## src/rtl/dds_phase_gen.sv

```systemverilog
`default_nettype none
// ============================================================================
// Module   : dds_phase_gen
// Purpose  : DDS phase accumulator producing waveform-table addresses over a
//            valid/ack handshake; a Mode change restarts the phase at zero.
//            Optional triangle output Tri is compiled in with DDS_TRI_EN.
// Revision : 1.0 - initial release
// ============================================================================
module dds_phase_gen #(
    parameter int ACC_W  = 24,
    parameter int ADDR_W = 8
) (
    input  logic              Fg_clk,
    input  logic              Reset,
    input  logic              Ready,
    input  logic              Enable,
    input  logic [2:0]        Mode,
    input  logic [ACC_W-1:0]  Tune,
    input  logic              SampleAck,
    output logic [ADDR_W-1:0] SampleAddr,
    output logic              SampleValid,
    output logic              Wrap,
    output logic              Overrun
`ifdef DDS_TRI_EN
    ,
    output logic [ADDR_W-1:0] Tri
`endif
);

    typedef enum logic [1:0] {
        ST_IDLE = 2'd0,
        ST_RUN  = 2'd1,
        ST_WAIT = 2'd2
    } state_t;

    state_t           r_state;
    logic [ACC_W-1:0] r_acc;
    logic [2:0]       r_mode_q;

    logic [ACC_W:0]   w_sum;
    logic [ACC_W-1:0] w_next_acc;
    logic             w_mode_chg;
    logic             w_step;

    assign w_sum      = {1'b0, r_acc} + {1'b0, Tune};
    assign w_next_acc = w_sum[ACC_W-1:0];
    assign w_mode_chg = (Mode != r_mode_q);

    // A step is taken from RUN, or from WAIT when the pending sample is acked.
    assign w_step = Enable && !w_mode_chg &&
                    ((r_state == ST_RUN) || ((r_state == ST_WAIT) && SampleAck));

`ifdef DDS_TRI_EN
    logic [ADDR_W-1:0] w_tri_field;
    logic [ADDR_W-1:0] w_tri_next;

    assign w_tri_field = w_next_acc[ACC_W-2 -: ADDR_W];
    assign w_tri_next  = w_next_acc[ACC_W-1] ? ~w_tri_field : w_tri_field;

    always_ff @(posedge Fg_clk) begin
        if (Reset) begin
            Tri <= '0;
        end else if ((r_state != ST_IDLE) && w_mode_chg) begin
            Tri <= '0;
        end else if (w_step) begin
            Tri <= w_tri_next;
        end
    end
`endif

    always_ff @(posedge Fg_clk) begin
        if (Reset) begin
            r_state     <= ST_IDLE;
            r_acc       <= '0;
            r_mode_q    <= 3'd0;
            SampleAddr  <= '0;
            SampleValid <= 1'b0;
            Wrap        <= 1'b0;
            Overrun     <= 1'b0;
        end else begin
            Wrap <= 1'b0;
            case (r_state)
                ST_IDLE: begin
                    if (Ready) begin
                        r_state  <= ST_RUN;
                        r_mode_q <= Mode;
                    end
                end
                ST_RUN, ST_WAIT: begin
                    if (w_mode_chg) begin
                        r_acc       <= '0;
                        SampleAddr  <= '0;
                        SampleValid <= 1'b0;
                        r_mode_q    <= Mode;
                        r_state     <= ST_RUN;
                    end else if (w_step) begin
                        r_acc       <= w_next_acc;
                        SampleAddr  <= w_next_acc[ACC_W-1 -: ADDR_W];
                        Wrap        <= w_sum[ACC_W];
                        SampleValid <= 1'b1;
                        r_state     <= ST_WAIT;
                    end else if (r_state == ST_WAIT) begin
                        if (SampleAck) begin
                            SampleValid <= 1'b0;
                            r_state     <= ST_RUN;
                        end else if (Enable) begin
                            Overrun <= 1'b1;
                        end
                    end
                end
                default: begin
                    r_state <= ST_IDLE;
                end
            endcase
        end
    end

endmodule
`default_nettype wire

```

## config.mk

```make
export PLATFORM = sky130hd
export DESIGN_NAME = dds_phase_gen
export DESIGN_NICKNAME = d
export VERILOG_FILES = /design/src/rtl/dds_phase_gen.sv
export SDC_FILE = /design/constraint.sdc
export NUM_CORES = 1
export LEC_CHECK = 0
export ABC_CLOCK_PERIOD_IN_PS = 3600
export CORE_MARGIN = 2
export CORE_UTILIZATION = 35
export CTS_BUF_LIST = sky130_fd_sc_hd__clkbuf_4 sky130_fd_sc_hd__clkbuf_8
export DETAILED_ROUTE_END_ITERATION = 10
export PLACE_DENSITY = 0.6
export SLEW_MARGIN = 15
export SYNTH_ARGS = -nofsm -noshare
export SYNTH_HDL_FRONTEND = slang
export SYNTH_SLANG_ARGS = --single-unit
export TNS_END_PERCENT = 5
```

## constraint.sdc

```tcl
create_clock -name Fg_clk -period 3.6 [get_ports Fg_clk]
set_input_delay 0.72 -clock Fg_clk [delete_from_list [all_inputs] [get_ports Fg_clk]]
set_output_delay 0.72 -clock Fg_clk [all_outputs]
set_load 0.01 [all_outputs]
```

Word level (Yosys, flattened, before mapping). Cells that the tools add are included.

Word-level logic and storage cells: 53. Output and inout bits: 11. Register bits: 40.

Bitwise gates (word level): 4. Mux-type cells: 17. Reductions and logical operators: 17. Eq/ne operators: 7. Add/sub/neg operators: 1.

Operators by type and width (count): $mux 24 (2); $add 24x24->25 (1); $mux 8 (2); $mux 2 (5); $reduce_and 3->1 (3); $ne 4x4->1 const B (2); $mux 3 (2); $pmux 3 s2 (1); $reduce_and 6->1 (1); $reduce_bool 3->1 (2); $mux 1 (4); $ne 2x2->1 const B (2); $not 1->1 (4); $pmux 2 s2 (1); $reduce_bool 2->1 (2); $reduce_or 4->1 (1); $logic_and 1x1->1 (3); $ne 3x3->1 (1); $eq 2x1->1 const B (1); $eq 2x2->1 const B (1); $logic_not 2->1 (1); $reduce_and 2->1 (1); $reduce_or 2->1 (1); $logic_not 1->1 (1); $logic_or 1x1->1 (1).

Depth between registers and ports, before layout.
Word-level depth: 7. Depth in mapped cells: 10. Gate-level depth less buffers: 9.

Least setup slack after synthesis. OpenSTA, ideal clock, no wires.

Path type: input to register. Start point: in Tune[9]. End point: reg SampleAddr[4]. Data arrival time: 2.610 ns. Stages: 7. Slack: 0.873 ns. Cell sequence: ha_1 -> a21o_1 -> a21o_1 -> a211oi_1 -> a211oi_1 -> or3_1 -> a32o_1.

Cells in the longest elaborated chain, start to end: 3.

Ends and longest elaborated chain: start, declared (line 18) `input logic [ACC_W-1:0] Tune,`; $add 24x24->25 (line 45) `assign w_sum = {1'b0, r_acc} + {1'b0, Tune};`; $mux 8 (line 96) `end else if (w_step) begin`; $mux 8 (line 90) `if (w_mode_chg) begin`; end signal, assigned (line 98) `SampleAddr <= w_next_acc[ACC_W-1 -: ADDR_W];`; end, declared (line 20) `output logic [ADDR_W-1:0] SampleAddr,`.

No other way between the ends. The select of a mux whose other input is x is not followed. A chain may end at the register's enable or synchronous reset.

Worst setup path in the final report.
Start point: in Tune[5]. End point: reg SampleAddr[4].

Same word-level chain as after synthesis.

==> impl_metrics.env <==
export IMPL_status="finished, final reports clean"
export IMPL_num_io_pins=43
export IMPL_syn_area_per_cell_sq_um=7.97
export IMPL_final_setup_skew_ns=0.0109
export IMPL_final_cell_area_sq_mm=0.00309
export IMPL_syn_nets=377
export IMPL_min_period_over_period=0.822
export IMPL_cp_num_buf_inv=1
export IMPL_synthCells=316
export IMPL_numPlacedInstances=439
export IMPL_relSlewSlack=0.609
export IMPL_fmax_ghz=0.338
export IMPL_slew_viol_final=0
export IMPL_clk_latency_ns=0.29
export IMPL_endpoint_kind="flip-flop"
export IMPL_gp_congestion=0.866
export IMPL_drt_drc_violations_left=0
export IMPL_viasPerCell=5.41
export IMPL_ctsResizeCount=0
export IMPL_synth_seq_cells=32
export IMPL_synth_edf_count=0
export IMPL_gr_total_overflow=0
export IMPL_core_sq_mm=0.00687
export IMPL_synth_warnings=0
export IMPL_hold_ws_ns=0.456
export IMPL_synth_compound_area_frac=0.279
export IMPL_dpl_worst_slack_ns=0.323
export IMPL_cts_made_buffers=5
export IMPL_synth_xor_area_frac=0.0452
export IMPL_cts_root_buffer="clkbuf_8"
export IMPL_async_flop_share=0
export IMPL_synth_top_family_by_area="compound AO/OA/AOI/OAI gates"
export IMPL_required_ns=3.78
export IMPL_area_delta_synth_final_pct=22.5
export IMPL_layout_drive_gt1_share=0.0513
export IMPL_fin_tns_setup_ns=0
export IMPL_synthMuxAreaShare=0.0199
export IMPL_p_leak_nw=1.30
export IMPL_synth_seq_area_share=0.254
export IMPL_ant_nets=0
export IMPL_cts_setup_buffers=0
export IMPL_fillers=707
export IMPL_peakVddDrop_uv=189
export IMPL_synth_cell_types=49
export IMPL_setup_viol=0
export IMPL_crit_type="in -> reg"
export IMPL_powerDensity_mw_per_mm2=272
export IMPL_clkTransAtPathRegs_ns=0.06
export IMPL_place_area_sq_mm=0.00299
export IMPL_fin_util=0.450
export IMPL_die_area_sq_mm=0.00789
export IMPL_p_total_uw=840
export IMPL_seq_area_sq_um=641
export IMPL_grt_pass1_vias=2294
export IMPL_grt_max_degree=19
export IMPL_worst_pin_slew_ns=0.584
export IMPL_hold_violations=0
export IMPL_critPathSlowestCell="clkdlybuf4s50_1"
export IMPL_holdCritPathClass="reg -> reg"
export IMPL_synth_ff_type="dfxtp_1"
export IMPL_instances_no_fill=447
export IMPL_cts_tree="built"
export IMPL_multi_input_area_sq_mm=0.00173
export IMPL_port_buffer_count=42
export IMPL_wl_um=6140
export IMPL_drt_pass1_iter_count=4
export IMPL_synth_simple_area_share=0.197
export IMPL_hpwl_um=4610
export IMPL_cp_max_fo=6
export IMPL_wire_per_inst_um=13.7
export IMPL_worst_path_largest_cell_delay_ns=0.41
export IMPL_dieHeight_um=88.9
export IMPL_start_util=0.367
export IMPL_htreeDepth=2
export IMPL_antennaDiodeCount=0
export IMPL_syn_area_sq_mm=0.00252
export IMPL_vias=2419
export IMPL_rows=30
export IMPL_drt_iter0_markers=106
export IMPL_fin_ws_ns=0.640
export IMPL_dieWidth_um=88.9
export IMPL_grtUsageTotal=0.164
export IMPL_fin_crit_ns=2.96
export IMPL_maxCapViolCount=0
export IMPL_worstPathArrival_ns=3.14
export IMPL_path_cells="clkdlybuf4s50_1, ha_1, and2_1, a221o_1, o21ai_1, a211oi_1, or3_1, a32o_1"
export IMPL_cpLargestDelayFamily="compound AO/OA/AOI/OAI gates"
export IMPL_antenna_found_initial=0
export IMPL_holdBufCountCts=0
export IMPL_clock_sinks=32
export IMPL_clock_path_buffers=2
export IMPL_fin_nets=411
export IMPL_startpoint_type="input pin"
export IMPL_grt_first_pass_wirelength_um=10200
export IMPL_synth_adder_area_share=0.147
export IMPL_rsz0062_at_grt="no"
## registers in the layout, indices dropped and copies added (netlist names)
register,count
r_state,2
r_mode_q,3
SampleValid,1
r_acc,17
SampleAddr,7
Overrun,1
Wrap,1
## worst paths after layout
kind	to	start	slack, ns	depth (start not counted)
worst max-delay path	SampleAddr[4]$_SDFFE_PP0P_	Tune[5]	0.64	8
worst min-delay path	r_acc[6]$_SDFFE_PP0P_	r_acc[6]$_SDFFE_PP0P_	0.46	2
worst max register to register	r_acc[23]$_SDFFE_PP0P_	r_state[0]$_SDFFE_PP0P_	0.97	6
worst min register to register	r_acc[6]$_SDFFE_PP0P_	r_acc[6]$_SDFFE_PP0P_	0.46	2
## cell families after synthesis
logic type | after synthesis
DFF | 32
AOI/OAI and AO/OA | 106
muxes | 5
buffers and inverters | 30
adders and majority gates | 29
xor gates and xnor gates | 13
and+or+nand+nor | 101
## area by class of cell
class / count / share of cell area
clock buffers: 8 / 0.0316
inverters: 10 / 0.0122
multi-input cells: 254 / 0.562
flip-flops and latches: 32 / 0.207
repair buffers: 47 / 0.148
well taps: 96 / 0.0389
## tightest hold or removal path, stage by stage (launching register included)
cell     delay [ns]
dfxtp_1        0.31
nand2_1        0.05
a21oi_1        0.05
## power breakdown
group	internal [mW]	switching [mW]
sequential	0.360	0.00497
combinational	0.0774	0.0887
clock	0.171	0.138
## placed cells by master (no fill, tap or decap), drive strengths merged, types with 3 or more instances in the layout
master	n
a211o	3
a211oi	6
a21o	11
a21oi	26
a22oi	5
a31oi	3
a32o	4
and2	5
buf	5
clkbuf	8
clkdlybuf4s50	42
dfxtp	32
ha	28
inv	10
mux2i	5
nand2	29
nand3	7
nand4	10
nor2	22
nor3	11
o21a	6
o21ai	23
o31ai	4
or3	7
xnor2	6
xor2	7
## routing by layer
layer	global-route usage	up-vias	wire length, um
li1	-	1249	-
met5	0	-	0
met1	0.214	1112	3010
met4	0.0496	0	59
met3	0.0299	7	270
met2	0.275	51	2800
## synthesized netlist by cell type (2+ instances only)
cell       number  share of area
a32o_1          4          0.016
mux2i_1         5          0.020
o21ai_1         2         0.0040
o21ai_0        21          0.042
a21o_1         11          0.033
and4_1          2         0.0070
a211oi_1        6          0.018
nor2_1         22          0.033
o2111ai_1       2         0.0070
xnor2_1         6          0.021
a31oi_1         3         0.0074
buf_4           8          0.024
nand3_1         7          0.014
nor3_1         11          0.022
o221ai_1        2         0.0070
or3_1           7          0.017
xor2_1          7          0.024
and2_1          5          0.012
a21oi_1        26          0.052
nand4_1        10          0.025
a211o_1         3          0.010
or2_2           2         0.0050
ha_1           28           0.14
buf_2           2         0.0040
a2111oi_0       2         0.0070
clkbuf_1        9          0.013
dfxtp_1        32           0.25
inv_1          10          0.015
o31ai_1         4          0.012
a22oi_1         5          0.015
nand2_1        29          0.043
o21a_1          6          0.018
Note: power is estimated with default switching activity, not from simulation.
